### config.mk
export PLATFORM = sky130hd
export DESIGN_NAME = keyboard_autotype
export DESIGN_NICKNAME = d
export VERILOG_FILES = /design/src/rtl/lynx_kbd_pkg.sv /design/src/rtl/keyboard_autotype.sv
export SDC_FILE = /design/constraint.sdc
export NUM_CORES = 1
export LEC_CHECK = 0
export ABC_AREA = 1
export BUFFER_PORTS_ARGS = -buffer_cell sky130_fd_sc_hd__buf_4
export CAP_MARGIN = 25
export CORE_ASPECT_RATIO = 2
export CORE_MARGIN = 2
export CORE_UTILIZATION = 59
export DETAILED_ROUTE_END_ITERATION = 7
export GPL_ROUTABILITY_DRIVEN = 0
export GPL_TIMING_DRIVEN = 0
export PLACE_DENSITY = 0.8
export SYNTH_ARGS = -nofsm -noshare
export SYNTH_HDL_FRONTEND = slang
export SYNTH_SLANG_ARGS = --single-unit
### constraint.sdc
create_clock -name clock -period 2 [get_ports clock]
set_clock_uncertainty 0.2 [all_clocks]
set_input_delay 0.4 -clock clock [delete_from_list [all_inputs] [get_ports clock]]
set_output_delay 0.4 -clock clock [all_outputs]
set_load 0.02 [all_outputs]
### src/rtl/lynx_kbd_pkg.sv
// Shared types and constants for the Lynx keyboard autotype path:
// FSM state encoding, special scancodes, event field positions, default typed sequence.
package lynx_kbd_pkg;

  typedef enum logic [3:0] {
    IDLE     = 4'd0,
    FETCH    = 4'd1,
    SHIFT_DN = 4'd2,
    KEY_DN   = 4'd3,
    HOLD     = 4'd4,
    KEY_UP   = 4'd5,
    SHIFT_UP = 4'd6,
    GAP      = 4'd7,
    DONE     = 4'd8
  } state_e;

  localparam logic [7:0] SC_SHIFT = 8'h12;
  localparam logic [7:0] SC_ESC   = 8'h76;
  localparam logic [7:0] SC_END   = 8'h00;

  localparam int EV_TOGGLE   = 10;
  localparam int EV_PRESSED  = 9;
  localparam int EV_EXT      = 8;
  localparam int EV_CODE_MSB = 7;

  // Injected events are never extended.
  function automatic logic [9:0] make_event(input logic pressed, input logic [7:0] code);
    logic [9:0] ev;
    ev = 10'h000;
    ev[EV_PRESSED] = pressed;
    ev[EV_EXT] = 1'b0;
    ev[EV_CODE_MSB:0] = code;
    return ev;
  endfunction

  // LOAD "" followed by return; the quote is shift + the apostrophe key.
  function automatic logic [8:0] load_seq_word(input logic [7:0] idx);
    logic [8:0] w;
    case (idx)
      8'd0:    w = 9'h04B;
      8'd1:    w = 9'h044;
      8'd2:    w = 9'h01C;
      8'd3:    w = 9'h023;
      8'd4:    w = 9'h029;
      8'd5:    w = 9'h152;
      8'd6:    w = 9'h152;
      8'd7:    w = 9'h05A;
      default: w = 9'h000;
    endcase
    return w;
  endfunction

endpackage

### src/rtl/keyboard_autotype.sv
// Arbitrates the keyboard event channel between real PS/2 events and a stored
// scancode sequence replayed as synthetic press/release events.
module keyboard_autotype
  import lynx_kbd_pkg::*;
#(
  parameter logic [15:0] HOLD_TICKS = 16'd40000,
  parameter logic [15:0] GAP_TICKS  = 16'd40000,
  parameter int          SEQ_AW     = 4
) (
  input  logic              clock,
  input  logic              reset,
  input  logic              ce,
  input  logic [10:0]       ps2_in,
  input  logic              start,
  output logic [SEQ_AW-1:0] seq_addr,
  input  logic [8:0]        seq_data,
  output logic [10:0]       ps2_out,
  output logic              busy,
  output logic              overflow
);

  state_e            state_q, state_d;
  logic [10:0]       ps2_out_q, ps2_out_d;
  logic              busy_q, busy_d;
  logic [SEQ_AW-1:0] seq_addr_q, seq_addr_d;
  logic              overflow_q, overflow_d;
  logic [9:0]        pend_q, pend_d;
  logic              pend_valid_q, pend_valid_d;
  logic              abort_q, abort_d;
  logic [15:0]       timer_q, timer_d;
  logic [7:0]        code_q, code_d;
  logic              shift_q, shift_d;
  logic              fetch_wait_q, fetch_wait_d;
  logic              in_tog_q, in_tog_d;

  logic              in_evt_s;
  logic              esc_s;
  logic              emit_s;
  logic [9:0]        emit_val_s;

  assign in_evt_s = ps2_in[EV_TOGGLE] ^ in_tog_q;
  assign esc_s    = in_evt_s && ps2_in[EV_PRESSED] && (ps2_in[EV_CODE_MSB:0] == SC_ESC);

  // Next-state logic: real-event buffering plus the injection sequencer.
  always_comb begin
    state_d      = state_q;
    busy_d       = busy_q;
    seq_addr_d   = seq_addr_q;
    overflow_d   = overflow_q;
    pend_d       = pend_q;
    pend_valid_d = pend_valid_q;
    abort_d      = abort_q;
    timer_d      = timer_q;
    code_d       = code_q;
    shift_d      = shift_q;
    fetch_wait_d = fetch_wait_q;
    in_tog_d     = ps2_in[EV_TOGGLE];
    emit_s       = 1'b0;
    emit_val_s   = 10'h000;

    // Real events: pass through when idle (buffered one first), otherwise hold in pending.
    if (state_q == IDLE) begin
      if (pend_valid_q) begin
        emit_s     = 1'b1;
        emit_val_s = pend_q;
        if (in_evt_s) begin
          pend_d = ps2_in[9:0];
        end else begin
          pend_valid_d = 1'b0;
        end
      end else if (in_evt_s) begin
        emit_s     = 1'b1;
        emit_val_s = ps2_in[9:0];
      end else begin
        emit_s = 1'b0;
      end
    end else if (in_evt_s) begin
      pend_d       = ps2_in[9:0];
      pend_valid_d = 1'b1;
      overflow_d   = overflow_q | pend_valid_q;
      abort_d      = abort_q | esc_s;
    end else begin
      pend_valid_d = pend_valid_q;
    end

    unique case (state_q)
      IDLE: begin
        if (start) begin
          seq_addr_d   = '0;
          busy_d       = 1'b1;
          overflow_d   = 1'b0;
          abort_d      = 1'b0;
          fetch_wait_d = 1'b0;
          state_d      = FETCH;
        end else begin
          state_d = IDLE;
        end
      end
      // The table answers one cycle after the address, so FETCH spends a wait cycle first.
      FETCH: begin
        if (abort_q) begin
          state_d = DONE;
        end else if (!fetch_wait_q) begin
          fetch_wait_d = 1'b1;
        end else begin
          fetch_wait_d = 1'b0;
          code_d       = seq_data[7:0];
          shift_d      = seq_data[8];
          if (seq_data[7:0] == SC_END) begin
            state_d = DONE;
          end else if (seq_data[8]) begin
            state_d = SHIFT_DN;
          end else begin
            state_d = KEY_DN;
          end
        end
      end
      SHIFT_DN: begin
        if (abort_q) begin
          state_d = DONE;
        end else begin
          emit_s     = 1'b1;
          emit_val_s = make_event(1'b1, SC_SHIFT);
          state_d    = KEY_DN;
        end
      end
      KEY_DN: begin
        if (abort_q) begin
          state_d = KEY_UP;
        end else begin
          emit_s     = 1'b1;
          emit_val_s = make_event(1'b1, code_q);
          timer_d    = HOLD_TICKS;
          state_d    = HOLD;
        end
      end
      HOLD: begin
        if (abort_q || (timer_q == 16'd0)) begin
          state_d = KEY_UP;
        end else if (ce) begin
          timer_d = timer_q - 16'd1;
        end else begin
          timer_d = timer_q;
        end
      end
      // Releases are always emitted, even on abort, so no key stays held.
      KEY_UP: begin
        emit_s     = 1'b1;
        emit_val_s = make_event(1'b0, code_q);
        if (shift_q) begin
          state_d = SHIFT_UP;
        end else if (abort_q) begin
          state_d = DONE;
        end else begin
          timer_d = GAP_TICKS;
          state_d = GAP;
        end
      end
      SHIFT_UP: begin
        emit_s     = 1'b1;
        emit_val_s = make_event(1'b0, SC_SHIFT);
        if (abort_q) begin
          state_d = DONE;
        end else begin
          timer_d = GAP_TICKS;
          state_d = GAP;
        end
      end
      GAP: begin
        if (abort_q) begin
          state_d = DONE;
        end else if (timer_q == 16'd0) begin
          if (seq_addr_q == {SEQ_AW{1'b1}}) begin
            state_d = DONE;
          end else begin
            seq_addr_d   = seq_addr_q + 1'b1;
            fetch_wait_d = 1'b0;
            state_d      = FETCH;
          end
        end else if (ce) begin
          timer_d = timer_q - 16'd1;
        end else begin
          timer_d = timer_q;
        end
      end
      DONE: begin
        busy_d  = 1'b0;
        abort_d = 1'b0;
        state_d = IDLE;
      end
      default: begin
        busy_d  = 1'b0;
        state_d = IDLE;
      end
    endcase

    if (emit_s) begin
      ps2_out_d = {~ps2_out_q[EV_TOGGLE], emit_val_s};
    end else begin
      ps2_out_d = ps2_out_q;
    end
  end

  // State and output registers.
  always_ff @(posedge clock or negedge reset) begin
    if (!reset) begin
      state_q      <= IDLE;
      ps2_out_q    <= 11'h000;
      busy_q       <= 1'b0;
      seq_addr_q   <= '0;
      overflow_q   <= 1'b0;
      pend_q       <= 10'h000;
      pend_valid_q <= 1'b0;
      abort_q      <= 1'b0;
      timer_q      <= 16'd0;
      code_q       <= 8'h00;
      shift_q      <= 1'b0;
      fetch_wait_q <= 1'b0;
      in_tog_q     <= 1'b0;
    end else begin
      state_q      <= state_d;
      ps2_out_q    <= ps2_out_d;
      busy_q       <= busy_d;
      seq_addr_q   <= seq_addr_d;
      overflow_q   <= overflow_d;
      pend_q       <= pend_d;
      pend_valid_q <= pend_valid_d;
      abort_q      <= abort_d;
      timer_q      <= timer_d;
      code_q       <= code_d;
      shift_q      <= shift_d;
      fetch_wait_q <= fetch_wait_d;
      in_tog_q     <= in_tog_d;
    end
  end

  assign ps2_out  = ps2_out_q;
  assign busy     = busy_q;
  assign seq_addr = seq_addr_q;
  assign overflow = overflow_q;

endmodule

## Yosys cells after proc, flatten, opt, wreduce, memory -nomap -nowiden

Index checks and enable logic that the tools add are counted.

- Input bits: 24
- Output and inout port bits: 17
- Register bits: 60
- Logic and storage cells: 123

- Reductions and logical operators: 20
- Mux-type cells: 60
- Bitwise operators: 6
- Add/sub/neg operators: 2
- Eq/ne operators: 22

Operators with widths:

| kind | count |
|---|---|
| $mux 16 | 6 |
| $mux 10 | 8 |
| $pmux 16 s4 | 1 |
| $mux 4 | 14 |
| $pmux 10 s4 | 1 |
| $pmux 4 s8 | 1 |
| $mux 1 | 24 |
| $ne 2x2->1 const B | 10 |
| $eq 4x3->1 const B | 4 |
| $logic_not 16->1 | 1 |
| $sub 16x1->16 const B | 1 |
| $reduce_and 5->1 | 2 |
| $eq 4x2->1 const B | 2 |
| $eq 4x4->1 const B | 2 |
| $eq 8x7->1 const B | 1 |
| $logic_not 8->1 | 1 |
| $pmux 4 s2 | 1 |
| $reduce_or 7->1 | 1 |
| $ne 3x3->1 const B | 2 |
| $pmux 1 s2 | 3 |
| $reduce_and 3->1 | 2 |
| $reduce_and 6->1 | 1 |
| $reduce_or 2->1 | 3 |
| $add 4x1->4 const B | 1 |
| 12 further kinds | 17 |

## Logic depth before layout (Yosys ltp)

- Word-level depth: 8
- Gate-level depth with buffers: 11
- Gate-level depth less buffers: 10

## Least setup slack after synthesis

Ideal clock, no wire load.

- Kind: register to register
- Start point: register timer_q[0]
- End point: register timer_q[6]
- Clock period less this slack: 1771 ps
- Cell stages (with the launch flop): 11
- Path slack: 229 ps
- Arrival: 1455 ps
- Setup time: 116 ps
- Buffers on the path: 1
- Cell sequence: dfrtp_1 -> inv_1 -> ha_1 -> nand3_1 -> nor2_1 -> nand3_2 -> nand2_2 -> nor2_8 -> buf_12 -> nand2_2 -> nand2_1

- Cells in the longest elaborated chain, start to end: 5
- Elaborated cells on any way between the ends: 11
- Classes of those cells: add/sub: 1; eq/ne: 2; mux: 5; reduce/logical: 3

RTL lines:

| what | line | text |
|---|---|---|
| from (decl) | keyboard_autotype.sv:30 | `logic [15:0] timer_q, timer_d;` |
| from (signal assigned) | keyboard_autotype.sv:229 | `timer_q <= timer_d;` |
| $sub 16x1->16 | keyboard_autotype.sv:141, keyboard_autotype.sv:181 |  |
| $mux 16 | keyboard_autotype.sv:140, keyboard_autotype.sv:180 |  |
| $mux 16 | keyboard_autotype.sv:172 | `end else if (timer_q == 16'd0) begin` |
| $mux 16 | keyboard_autotype.sv:170 | `if (abort_q) begin` |
| $pmux 16 s4 | keyboard_autotype.sv:86 | `unique case (state_q)` |

Parallel ways exist; a longest one is shown, timed or not. The select of a mux whose other input is x is not followed.
A chain may end at the register's enable or synchronous reset.

## Final worst setup path

- Start point: register state_q[3]
- End point: register timer_q[8]

- Cells in the longest elaborated chain, start to end: 4
- Elaborated cells on any way between the ends: 13
- Classes of those cells: eq/ne: 9; mux: 1; reduce/logical: 3

RTL lines:

| what | line | text |
|---|---|---|
| from (decl) | keyboard_autotype.sv:22 | `state_e state_q, state_d;` |
| from (signal assigned) | keyboard_autotype.sv:221 | `state_q <= state_d;` |
| $eq 4x3->1 or $eq 4x2->1 (tied branches) | keyboard_autotype.sv:86 |  |
| $reduce_or 2->1 (no line) | n/a |  |
| $reduce_bool 4->1 (no line) | n/a |  |
| $reduce_and 5->1 (no line) | n/a |  |

Parallel ways exist; a longest one is shown, timed or not.

==> results.tsv <==
stage	metric	value	unit
floorplanning	core	6010	um2
routing	wl_per_cell	15.1	um
power	p_leak	2.32	nW
synthesis	synth_seq_cells	60	
routing	drt_wl_total	9540	um
synthesis	synth_edf_count	0	
timing	tns	0	ns
finish	area_growth	20.1	%
floorplanning	rows	40	
grt	grt_max_degree	61	
routing	viasPerCell	5.59	
cts	cts_tree	done	
finish	final_layout_size_suffix_gt1_share	20.9	%
placement	numPortBuffers	40	
finish	n_fill_cell	450	
finish	diodes	0	
synthesis	ys_warn_count	0	
floorplanning	die_x	59.7	um
finish	layoutNonFillerInstCount	632	
grt	grt_antenna_before_repair	0	
floorplanning	initial_core_util	60.9	%
worst_setup_path	startpoint_type	register	
routing	first_pass_iters	7	
synthesis	synth_cells	508	
routing	drt_iter0_drc	188	
cts	cts.root.buffer_cell	clkbuf_16	
grt	grt_pass1_wl	15200	um
finish	final_nets	591	
min_path	min_path_type	in2reg	
timing	setup_violations	0	
worst_setup_path	worstSetupStartpoint	state_q[3]	
synthesis	ys_async_sr_fraction	100	%
synthesis	syn_area	3660	um2
worst_setup_path	end_kind	register	
power	p_total	7.78	mW
cts	cts_buffer_depth	2	
synthesis	synth-seq-area-share	41.0	%
worst_setup_path	crit_arrival	1.95	ns
grt	grt.total_usage	29.8	%
synthesis	syn_avg_cell_area	7.20	um2
routing	drtAntennaViolNets	0	
timing	worst_pin_slew	0.783	ns
cts	cts_made_buffers	9	
min_path	hp-start	ps2_in[9]	
routing	vias	3535	
cts	htreeDepth	3	
outcome	outcome	finished, final reports clean	
placement	place_inst	611	
timing	fmax	0.519	GHz
timing	max_slew_margin	47.8	%
routing	drt_drc_violations_left	0	
power	ir_drop	0.00117	V
worst_setup_path	r2r_start	state_q[3]	
worst_setup_path	cp.required	2.02	ns
placement	pre_cts_ws	0.00744	ns
placement	place_hpwl	6970	um
synthesis	syn_nets	535	
cts	clkLatencyLatePin	0.33	ns
floorplanning	die_h	115	um
floorplanning	dieArea	6880	um2
grt	overflow	0	
grt	first_global_vias	3412	
job	drv_cap	0	
timing	fin_ws	0.0738	ns
cts	cts_sinks	60	
synthesis	yosysUniqueCellTypes	38	
cts	clk_pin_slew	0.05	ns
worst_setup_path	critical_path_class	reg2reg	
synthesis	synthFlopType	dfrtp_1	
floorplanning	ioPinCount	41	
timing	min_period_over_period	96.3	%
worst_setup_path	cp_max_fo	10	
timing	period_minus_slack	1.93	ns
power	power_density	1770	nW/um2
timing	hold_violations	0	
timing	slew_violations	0	
[cell type report]
type | count | area (um2) | area share, %
plain buffers | 10 | 68.8 | 1.57
clock buffers | 15 | 278 | 6.32
well taps | 63 | 78.8 | 1.79
repair buffers | 45 | 343 | 7.80
clock inverters | 1 | 5.00 | 0.114
inverters | 54 | 205 | 4.67
multi-input cells | 384 | 1910 | 43.5
flip-flops and latches | 60 | 1510 | 34.2
[flip-flops by register name (all words and copies together), names as in the netlist]
name          flops
timer_q          16
busy              1
seq_addr          4
overflow          1
ps2_out          11
in_tog_q          1
state_q           4
pend_q           10
pend_valid_q      1
code_q            8
abort_q           1
fetch_wait_q      1
shift_q           1
[cell usage in the layout (no fill, tap or decap), drive strengths merged]
cell	netlist	layout
nand2	196	196
nor2	67	67
dfrtp	60	60
inv	52	52
nand3	51	51
buf	5	48
o21ai	26	26
clkbuf	5	20
a21oi	12	12
o211ai	6	6
xnor2	4	4
or2	4	4
nand4	3	3
nand3b	3	3
ha	3	3
clkinv	2	3
nor3	2	2
xor2	2	2
dlygate4sd3	0	2
nor4	1	1
o21a	1	1
a31oi	1	1
mux2	1	1
a21boi	1	1
[kinds of logic after synthesis]
family | count (synthesis) | share of synthesized area [%]
multiplexers | 1 | 0.308
flip-flops | 60 | 41.0
AO/OA/AOI/OAI | 47 | 7.73
AND/OR/NAND/NOR | 327 | 41.1
adder cells (fa/ha/maj) | 3 | 1.03
XOR/XNOR | 6 | 1.44
buffers and inverters | 64 | 7.39
[metal layers]
layer	up-vias	GRT usage, %	share of wire, %
met5	-	0	0
met4	0	13.5	4.6
met3	41	7.42	4.6
met2	135	56.6	56
met1	1640	28.2	34
li1	1719	-	-
[cells in the mapped netlist, types with 2 or more instances]
cell / n / share of area (%)
nor2_4: 4 / 1.2
nand3b_1: 3 / 0.62
dfrtp_1: 60 / 41
nand3_4: 2 / 0.96
nand2_1: 174 / 18
nor3_1: 2 / 0.27
nor2_8: 2 / 1.1
inv_1: 46 / 4.7
clkbuf_1: 5 / 0.51
xnor2_1: 4 / 0.96
nand4_1: 3 / 0.51
nand3_1: 48 / 6.6
nand2_2: 18 / 3.1
clkinv_1: 2 / 0.21
o211ai_1: 6 / 1.2
a21oi_2: 4 / 0.96
inv_2: 6 / 0.62
nor2_2: 4 / 0.68
ha_1: 3 / 1.0
nor2_1: 57 / 5.8
buf_2: 2 / 0.27
a21oi_1: 8 / 1.1
or2_2: 3 / 0.51
nand2_4: 4 / 1.2
o21ai_1: 4 / 0.55
xor2_1: 2 / 0.48
o21ai_0: 21 / 2.9
[repair_timing]
item	in CTS	in global routing
hold endpoints to repair	61	0
setup endpoints to repair	0	36
setup buffers	0	3
resized for setup	0	14
hold buffers	2	0
[report_power, final]
| group | switching, mW | internal [mW] | total (mW) |
|---|---|---|---|
| combinational | 2.68 | 1.50 | 4.18 |
| sequential | 0.443 | 1.70 | 2.14 |
| clock | 0.519 | 0.937 | 1.46 |
| total | 3.64 | 4.14 | 7.78 |
[per-stage QoR]
stage / hold slack (ns) / area (um2) / util (%)
2_1_floorplan: -0.0956 / 3660 / -
3_3_place_gp: 0.258 / 4040 / 67.2
3_5_place_dp: 0.266 / 4040 / 67.2
4_1_cts: 0.0936 / 4340 / 72.3
5_1_grt: 0.107 / 4400 / 73.2
6_report: 0.0979 / 4400 / 73.2
[path summary, 6_finish.rpt]
path,slack (ns),cells past startpoint,end
max,0.07,10,timer_q[8]
min,0.1,2,pend_q[9]
max reg2reg,0.07,10,timer_q[8]
min reg2reg,0.27,1,ps2_out[10]
max in group asynchronous,0.54,2,state_q[0]
min in group asynchronous,0.47,2,timer_q[5]
[worst max-delay path: stages, from the launching register on]
cell,delay (ns)
dfrtp_2,0.48
nor2_4,0.17
buf_4,0.15
nand2_2,0.10
nand3_4,0.13
inv_2,0.09
nand2_2,0.08
nand3_4,0.11
buf_6,0.17
nand2_1,0.06
nand2_1,0.06
Note: power is estimated with default switching activity, not from simulation.
